File: src/rtl/fir_ctrl_pkg.sv
// -----------------------------------------------------------------------------
// fir_ctrl_pkg
// Shared types and helpers for the FIR tap controller and its coefficient bank.
//   state_t   : controller sequencing states
//   coef_t    : default-width signed coefficient
//   sample_t  : default-width signed input sample
//   acc_t     : default-width signed accumulator / output sample
//   idx_width : width of the coefficient address port for a given tap count
// -----------------------------------------------------------------------------
package fir_ctrl_pkg;

  localparam int L_DEF      = 24;
  localparam int M_DEF      = 16;
  localparam int A_DEF      = 46;
  localparam int N_TAPS_DEF = 8;

  typedef enum logic [1:0] {
    S_UNCFG = 2'd0,
    S_FLUSH = 2'd1,
    S_RUN   = 2'd2
  } state_t;

  typedef logic signed [M_DEF-1:0] coef_t;
  typedef logic signed [L_DEF-1:0] sample_t;
  typedef logic signed [A_DEF-1:0] acc_t;

  // One bit wider than the bare tap index so that out-of-range addresses can
  // actually be presented on the port (and are then dropped by the bank).
  function automatic int idx_width(input int n_taps);
    return $clog2(n_taps) + 1;
  endfunction

endpackage

File: src/rtl/fir_coef_bank.sv
// -----------------------------------------------------------------------------
// fir_coef_bank
// Double-buffered coefficient storage. Writes land in the shadow bank; a copy
// pulse moves the whole shadow bank into the active bank, which alone drives
// the flattened coefficient bus.
// Ports:
//   clk        : clock
//   rst        : synchronous reset, active-low (clears both banks)
//   i_we       : shadow write enable
//   i_addr     : shadow index; indices >= N_TAPS match no tap and are dropped
//   i_data     : coefficient value
//   i_copy     : copy shadow -> active this cycle
//   o_coef_bus : active coefficients, tap k at [k*M +: M]
// -----------------------------------------------------------------------------
module fir_coef_bank
  import fir_ctrl_pkg::*;
#(
  parameter int M      = 16,
  parameter int N_TAPS = 8,
  parameter int AW     = idx_width(8)
) (
  input  logic                clk,
  input  logic                rst,
  input  logic                i_we,
  input  logic [AW-1:0]       i_addr,
  input  logic [M-1:0]        i_data,
  input  logic                i_copy,
  output logic [N_TAPS*M-1:0] o_coef_bus
);

  genvar gi;
  generate
    for (gi = 0; gi < N_TAPS; gi++) begin : g_tap
      logic [M-1:0] r_shadow;
      logic [M-1:0] r_active;
      logic         w_hit;

      assign w_hit = i_we && (i_addr == AW'(gi));

      always_ff @(posedge clk) begin
        if (!rst) begin
          r_shadow <= '0;
          r_active <= '0;
        end else begin
          if (w_hit) begin
            r_shadow <= i_data;
          end
          // A write in the copy cycle is forwarded so it becomes part of the commit.
          if (i_copy) begin
            r_active <= w_hit ? i_data : r_shadow;
          end
        end
      end

      assign o_coef_bus[gi*M +: M] = r_active;
    end
  endgenerate

endmodule

File: src/rtl/fir_tap_controller.sv
// -----------------------------------------------------------------------------
// fir_tap_controller
// Sequencer for a direct-form FIR chain: takes samples on a valid/ready
// handshake, pushes them into the chain head, registers the chain's
// combinational sum as the output sample, and flushes the delay line with
// zeros whenever a new coefficient set is committed.
// Ports:
//   clk, rst            : clock, synchronous active-low reset
//   cfg_we/addr/data    : shadow coefficient write
//   cfg_commit          : request shadow -> active copy (sticky until done)
//   s_valid/s_ready/s_data : input sample handshake
//   chain_x, chain_ena  : sample and shift enable into the chain
//   coef_bus            : active coefficients to the chain
//   chain_y             : combinational chain sum
//   m_valid/m_ready/m_data : output sample handshake
//   busy                : high while unconfigured or flushing
// -----------------------------------------------------------------------------
module fir_tap_controller
  import fir_ctrl_pkg::*;
#(
  parameter  int L      = 24,
  parameter  int M      = 16,
  parameter  int A      = 46,
  parameter  int N_TAPS = 8,
  localparam int AW     = idx_width(N_TAPS)
) (
  input  logic                clk,
  input  logic                rst,
  input  logic                cfg_we,
  input  logic [AW-1:0]       cfg_addr,
  input  logic [M-1:0]        cfg_data,
  input  logic                cfg_commit,
  input  logic                s_valid,
  output logic                s_ready,
  input  logic [L-1:0]        s_data,
  output logic [L-1:0]        chain_x,
  output logic                chain_ena,
  output logic [N_TAPS*M-1:0] coef_bus,
  input  logic [A-1:0]        chain_y,
  output logic                m_valid,
  input  logic                m_ready,
  output logic [A-1:0]        m_data,
  output logic                busy
);

  localparam int CW = $clog2(N_TAPS);

  state_t        r_state;
  logic [CW-1:0] r_flush_cnt;
  logic          r_commit_pend;
  logic          r_m_valid;
  logic [A-1:0]  r_m_data;

  logic w_accept;
  logic w_copy;
  logic w_flush_done;

  assign s_ready  = (r_state == S_RUN) && !r_commit_pend && (!r_m_valid || m_ready);
  assign w_accept = s_valid && s_ready;

  // The copy waits for the output register to drain so no in-flight result
  // is ever paired with a coefficient set it was not computed with.
  assign w_copy = r_commit_pend &&
                  ((r_state == S_UNCFG) ||
                   ((r_state == S_RUN) && !r_m_valid && !w_accept));

  assign w_flush_done = (r_flush_cnt == CW'(N_TAPS - 1));

  assign chain_x   = w_accept ? s_data : '0;
  assign chain_ena = w_accept || (r_state == S_FLUSH);
  assign busy      = (r_state != S_RUN);
  assign m_valid   = r_m_valid;
  assign m_data    = r_m_data;

  fir_coef_bank #(
    .M      (M),
    .N_TAPS (N_TAPS),
    .AW     (AW)
  ) u_coef_bank (
    .clk        (clk),
    .rst        (rst),
    .i_we       (cfg_we),
    .i_addr     (cfg_addr),
    .i_data     (cfg_data),
    .i_copy     (w_copy),
    .o_coef_bus (coef_bus)
  );

  always_ff @(posedge clk) begin
    if (!rst) begin
      r_state       <= S_UNCFG;
      r_flush_cnt   <= '0;
      r_commit_pend <= 1'b0;
      r_m_valid     <= 1'b0;
      r_m_data      <= '0;
    end else begin
      // A new commit always wins over clearing, so a commit that coincides
      // with a copy schedules one more copy/flush afterwards.
      if (cfg_commit) begin
        r_commit_pend <= 1'b1;
      end else if (w_copy) begin
        r_commit_pend <= 1'b0;
      end

      case (r_state)
        S_UNCFG: begin
          if (r_commit_pend) begin
            r_state     <= S_FLUSH;
            r_flush_cnt <= '0;
          end
        end
        S_FLUSH: begin
          if (w_flush_done) begin
            r_state     <= S_RUN;
            r_flush_cnt <= '0;
          end else begin
            r_flush_cnt <= r_flush_cnt + CW'(1);
          end
        end
        S_RUN: begin
          if (w_copy) begin
            r_state     <= S_FLUSH;
            r_flush_cnt <= '0;
          end
        end
        default: begin
          r_state     <= S_UNCFG;
          r_flush_cnt <= '0;
        end
      endcase

      if (w_accept) begin
        r_m_valid <= 1'b1;
        r_m_data  <= chain_y;
      end else if (m_ready) begin
        r_m_valid <= 1'b0;
      end
    end
  end

endmodule

File: config.mk
export PLATFORM = sky130hd
export DESIGN_NAME = fir_tap_controller
export DESIGN_NICKNAME = d
export VERILOG_FILES = /design/src/rtl/fir_ctrl_pkg.sv /design/src/rtl/fir_coef_bank.sv /design/src/rtl/fir_tap_controller.sv
export SDC_FILE = /design/constraint.sdc
export NUM_CORES = 1
export LEC_CHECK = 0
export CAP_MARGIN = 20
export CORE_UTILIZATION = 35
export CTS_BUF_LIST = sky130_fd_sc_hd__clkbuf_4
export DETAILED_ROUTE_END_ITERATION = 16
export HOLD_SLACK_MARGIN = 0.15
export SYNTH_ARGS = -nofsm -noshare
export SYNTH_HDL_FRONTEND = slang
export SYNTH_SLANG_ARGS = --single-unit
File: constraint.sdc
create_clock -name clk -period 1.8 [get_ports clk]
set_input_delay 0.36 -clock clk [delete_from_list [all_inputs] [get_ports clk]]
set_output_delay 0.36 -clock clk [all_outputs]
set_load 0.01 [all_outputs]
# Word-level counts from Yosys, hierarchy flattened
# Cells that the tools add are included.
totals:
  wordCells: 83
  regBits: 309
  output_inout_bits: 202
  inputBits: 96
classes:
  eq_ne: 14
  n_reduce_logical: 26
  muxes: 21
  addsub: 1
op_table:
  columns: ["cell", "n"]
  rows:
  - ["two-way mux 16 bit", 8]
  - ["two-way mux 24 bit", 1]
  - ["equality test 4 x 3 -> 1 bit (second input constant)", 4]
  - ["logical AND 1 bit", 14]
  - ["two-way mux 3 bit", 3]
  - ["one-hot mux 3 bit (3 select lines)", 1]
  - ["equality test 4 x 2 -> 1 bit (second input constant)", 2]
  - ["two-way mux 2 bit", 3]
  - ["inequality test 2 bit (second input constant)", 3]
  - ["one-hot mux 2 bit (3 select lines)", 1]
  - ["equality test 4 x 1 -> 1 bit (second input constant)", 1]
  - ["logical NOT 4 bit", 1]
  - ["two-way mux 1 bit", 4]
  - ["nonzero test 2 bit", 2]
  - ["adder 3 x 1 -> 3 bit (second input constant)", 1]
  - ["equality test 3 bit (second input constant)", 1]
  - ["logical NOT 1 bit", 3]
  - ["logical OR 1 bit", 3]
  - ["AND reduction 3 bit", 1]
  - ["equality test 2 x 1 -> 1 bit (second input constant)", 1]
  - ["equality test 2 bit (second input constant)", 1]
  - ["logical NOT 2 bit", 1]
  - ["inequality test 2 x 1 -> 1 bit (second input constant)", 1]
  - ["AND reduction 2 bit", 1]

# Longest topological paths before layout
logic_depth:
  ltp_word: 10
  depth_mapped: 6
  mapped_depth_nobuf: 4

# By module
# Synthesis repeated with hierarchy kept, for this count alone.
hier_totals:
  hier_cells: 1301
  area_unflattened_um2: 12119.1
modules_own_cells:
  columns: ["mod", "area_per_inst_um2", "cells_per_inst", "n_inst", "seq_area_each_um2"]
  rows:
  - ["fir_coef_bank", 9721.8, 1042, 1, 5124.9]
  - ["fir_tap_controller", 2397.3, 259, 1, 1061.0]

# Least setup slack after synthesis
# No wires, ideal clock.
synth_timing:
  kind: "register -> output"
  start: "register r_state[1]"
  end: "output port chain_x[0]"
  n_path_buf: 2
  required_time_ns: 1.440
  path_slack_ns: 0.197
  stages_incl_launch_ff: 6
  t_arrival_ns: 1.243
  path_cell_list: "dfxtp_1 -> nor2b_2 -> and4_1 -> buf_4 -> buf_4 -> and2_1"
synth_via:
  elab_chain_cells: 5
synth_rtl:
  columns: ["element", "line_no", "text"]
  rows:
  - ["start: declaration", "fir_tap_controller.sv:48", "state_t r_state;"]
  - ["start signal: assignment", "fir_tap_controller.sv:91", "r_state <= S_UNCFG;"]
  - ["start signal: assignment", "fir_tap_controller.sv:108", "r_state <= S_FLUSH;"]
  - ["start signal: assignment", "fir_tap_controller.sv:114", "r_state <= S_RUN;"]
  - ["equality test 2 bit", "fir_tap_controller.sv:58", "assign s_ready = (r_state == S_RUN) && !r_commit_pend && (!r_m_valid || m_ready);"]
  - ["logical AND 1 bit (2 in series)", "fir_tap_controller.sv:58", null]
  - ["logical AND 1 bit", "fir_tap_controller.sv:59", "assign w_accept = s_valid && s_ready;"]
  - ["two-way mux 24 bit", "fir_tap_controller.sv:69", "assign chain_x = w_accept ? s_data : '0;"]
  - ["end: declaration", "fir_tap_controller.sv:36", "output logic [L-1:0] chain_x,"]
# No other way between the ends.

# Worst setup path in the final report
layout_timing:
  start: "register r_state[1]"
  end: "output port chain_x[1]"
# The elaborated chain is that of the path after synthesis.

==> results_dict.tcl <==
set metrics [dict create \
    r2r_cells 8 \
    dp.cells 2025 \
    slew_headroom_pct 54.9 \
    hold_violations 0 \
    rsz0062_at_grt "yes" \
    setup_tns_ns -10.08 \
    fp-row-count 67 \
    grt_max_degree 86 \
    drc 0 \
    violations "negative setup slack" \
    place_area_sq_um 16000 \
    vias 12000 \
    rr_endpoint "m_data[38]$_SDFFE_PN0N_" \
    worstPathCellList "nor2b_4, and4_4, buf_6, buf_6, and2_4, buf_6" \
    coreArea_sq_um 33800 \
    route.final.wire_length_mm 43.5 \
    design_area_sq_um 17400 \
    yosys-top-cells-area "dfxtp_1, a21oi_1, a311oi_1, nand2_1, mux2i_1" \
    holdPathEnd "u_coef_bank.g_tap[7].r_shadow[5]$_SDFF_PN0_" \
    p_total_mw 15.9 \
    cp_common_cell "buf_6" \
    min_path_type "in2reg" \
    overflow 0 \
    netlist_instances 1331 \
    vdd_ir_drop_max_mv 0.554 \
    pre_cts_slack_ns -0.578 \
    hold-path-cell-count 4 \
    slew_viol_final 0 \
    p_per_area_nw_per_um2 914 \
    cts_sinks 309 \
    crit_buf_inv 3 \
    cts_buffers 83 \
    fin_hold_ws_ns 0.234 \
    cp_num_cells 6 \
    synthesis.area_sq_um 12100 \
    synth.distinct_cells 36 \
    finalNetCount 1787 \
    synth-xor-area-share_pct 0 \
    ys.flop_type "dfxtp_1" \
    finalClockSkew_ns 0.0442 \
    async_reset_ff_share_pct 0 \
    fmax_mhz 440 \
    r2r_slack_ns 0.06 \
    crit_fanout 5 \
    initial_core_util_pct 35.8 \
    die_y_um 188 \
    globalplace.congestion 0.882 \
    finalCritPeriodShare_pct 126 \
    grt_pass1_vias 11500 \
    tightest_slew_ns 0.677 \
    cp-end-kind "output port" \
    detail_route.wl_per_cell_um 19.8 \
    track_usage_pct 23.5 \
    synth_top_area_share_pct 51.2 \
    syn_nets 1429 \
    synth_top_family_by_area "compound AO/OA/AOI/OAI gates" \
    arrival_ns 1.91 \
    die_area_sq_um 35300 \
    io_buffers 297 \
    worstReg2RegStart "r_state[1]$_SDFFE_PN0P_" \
    status "finished with violations" \
    avgSynthCellArea_sq_um 9.08 \
    final.setup.worst_slack_ns -0.471 \
    final_util_pct 51.4 \
    critPathSlowestCell "dfxtp_2" \
    die_w_um 188 \
    dp_hpwl_mm 27.4 \
    synthAdderAreaFrac_pct 0.207 \
    io_pins 298 \
    synthToLayoutAreaGrowth_pct 43.8 \
    tritoncts "yes" \
    yosys.area_share.simple_pct 12.7 \
    drive_gt1_share_pct 19.7 \
    grt_pass1_wl_mm 66.0 \
    synth_compound_area_share_pct 25.8 \
    antenna_found_initial 2 \
    finalNonFillerCells 2200 \
    clk_path_buf_depth 3 \
    ys_ff_latch 309 \
    hold_start "cfg_addr[1]" \
    crit_type "reg2out" \
    drt_first_pass_iters 5 \
    period_minus_slack_ns 2.27 \
    cpPeakStageDelay_ns 0.33 \
    synth_edf_count 0 \
    htreeDepth 3 \
    worst_skew_pair.late_latency_ns 0.71 \
    yosysWarnings 0 \
    p_leak_nw 6.88 \
    synthMuxAreaShare_pct 3.81 \
    clockRootBuffer "clkbuf_4" \
    cp.required_ns 1.44 \
    yosysTopAreaCell "dfxtp_1" \
    worstSetupStartpointType "flop" \
    viasPerCell 5.48 \
    max_cap_viol_count 0 \
    ant_nets 0 \
    drt_iter0_drc 865 \
    yosysSeqAreaShare_pct 51.2 \
    critPathTopFamily "simple AND/OR/NAND/NOR gates" \
    clk_pin_slew_ns 0.06 \
    report.final.setup_viol 27 \
]
[what timing repair did]
item | 4_1_cts | 5_1_grt
gates resized for setup | 363 | 33
gates cloned | 3 | 4
setup buffers | 15 | 5
hold endpoints to repair | 8 | 0
endpoints found under the setup margin | 210 | 78
pin swaps | 21 | 6
hold buffers | 1 | 0
[cell families (layout without fill, tap and decap cells)]
family,count (synthesis),count (layout)
AO/OA/AOI/OAI,523,523
flip-flops,309,309
AND/OR/NAND/NOR,301,304
buffers and inverters,150,565
multiplexers,46,46
adder cells (fa/ha/maj),2,2
other,0,3
[placed cells by master (no fill, tap or decap), drive strengths merged, types with 46 or more instances in the layout]
cell	n
a21oi	259
a311oi	128
buf	146
clkbuf	139
clkdlybuf4s50	92
dfxtp	309
dlygate4sd2	146
mux2i	46
nand2	158
o21ai	130
[registers in the layout (all words and copies together), names as in the netlist]
signal and count:
m_valid 1, m_data 46, r_state 2, u_coef_bank.g_tap.r_active 128
u_coef_bank.g_tap.r_shadow 128, r_flush_cnt 3, r_commit_pend 1
[power by group]
| group | switching (mW) | total [mW] | internal [mW] |
|---|---|---|---|
| Clock | 2.92 | 6.70 | 3.78 |
| Sequential | 0.152 | 7.24 | 7.08 |
| Combinational | 1.08 | 1.94 | 0.859 |
| Total | 4.16 | 15.9 | 11.7 |
[how the worst max path moves through the flow]
stage	slack, ns	endpoint	startpoint
final	-0.47	chain_x[1]	r_state[1]$_SDFFE_PN0P_
after global routing	-0.58	chain_x[1]	r_state[1]$_SDFFE_PN0P_
after CTS	-0.55	chain_x[5]	r_state[1]$_SDFFE_PN0P_
after detailed placement	-0.58	chain_x[16]	m_ready
after global placement	-0.52	chain_x[14]	m_ready
after floorplan	0.20	chain_x[0]	r_state[1]$_SDFFE_PN0P_
[synthesized netlist by cell type (2+ instances only)]
| master | n |
|---|---|
| buf_6 | 11 |
| nand3_1 | 32 |
| o21a_1 | 4 |
| o21ai_1 | 72 |
| dfxtp_1 | 309 |
| buf_1 | 6 |
| nor3b_1 | 20 |
| buf_2 | 47 |
| mux2i_1 | 46 |
| a21oi_1 | 258 |
| or2_2 | 2 |
| nor2b_1 | 3 |
| inv_1 | 2 |
| nand2_1 | 157 |
| and2_1 | 26 |
| ha_1 | 2 |
| nand4_1 | 33 |
| o21ai_0 | 58 |
| clkbuf_1 | 69 |
| nand2b_1 | 3 |
| a311oi_1 | 128 |
| buf_4 | 13 |
| and3b_1 | 17 |
[area by class of cell]
class,instances,area (sq um)
multi-input combinational,875,5260
timing repair buffer,417,4190
sequential,309,6210
inverter,3,22.5
antenna,3,7.51
clock buffer,134,1010
tap,448,561
fill,3198,16400
clock inverter,11,130
[per-layer routing]
layer / track usage (%) / wire length [um]
met1: 30.8 / 19000
met2: 36.9 / 19900
met3: 4.88 / 3000
met4: 10.8 / 1630
met5: 0 / 0
[worst min-delay path: stages]
cell     delay, ns
buf_2         0.17
buf_4         0.19
nand4_1       0.09
a21oi_1       0.06
Note: power is estimated with default switching activity, not from simulation.
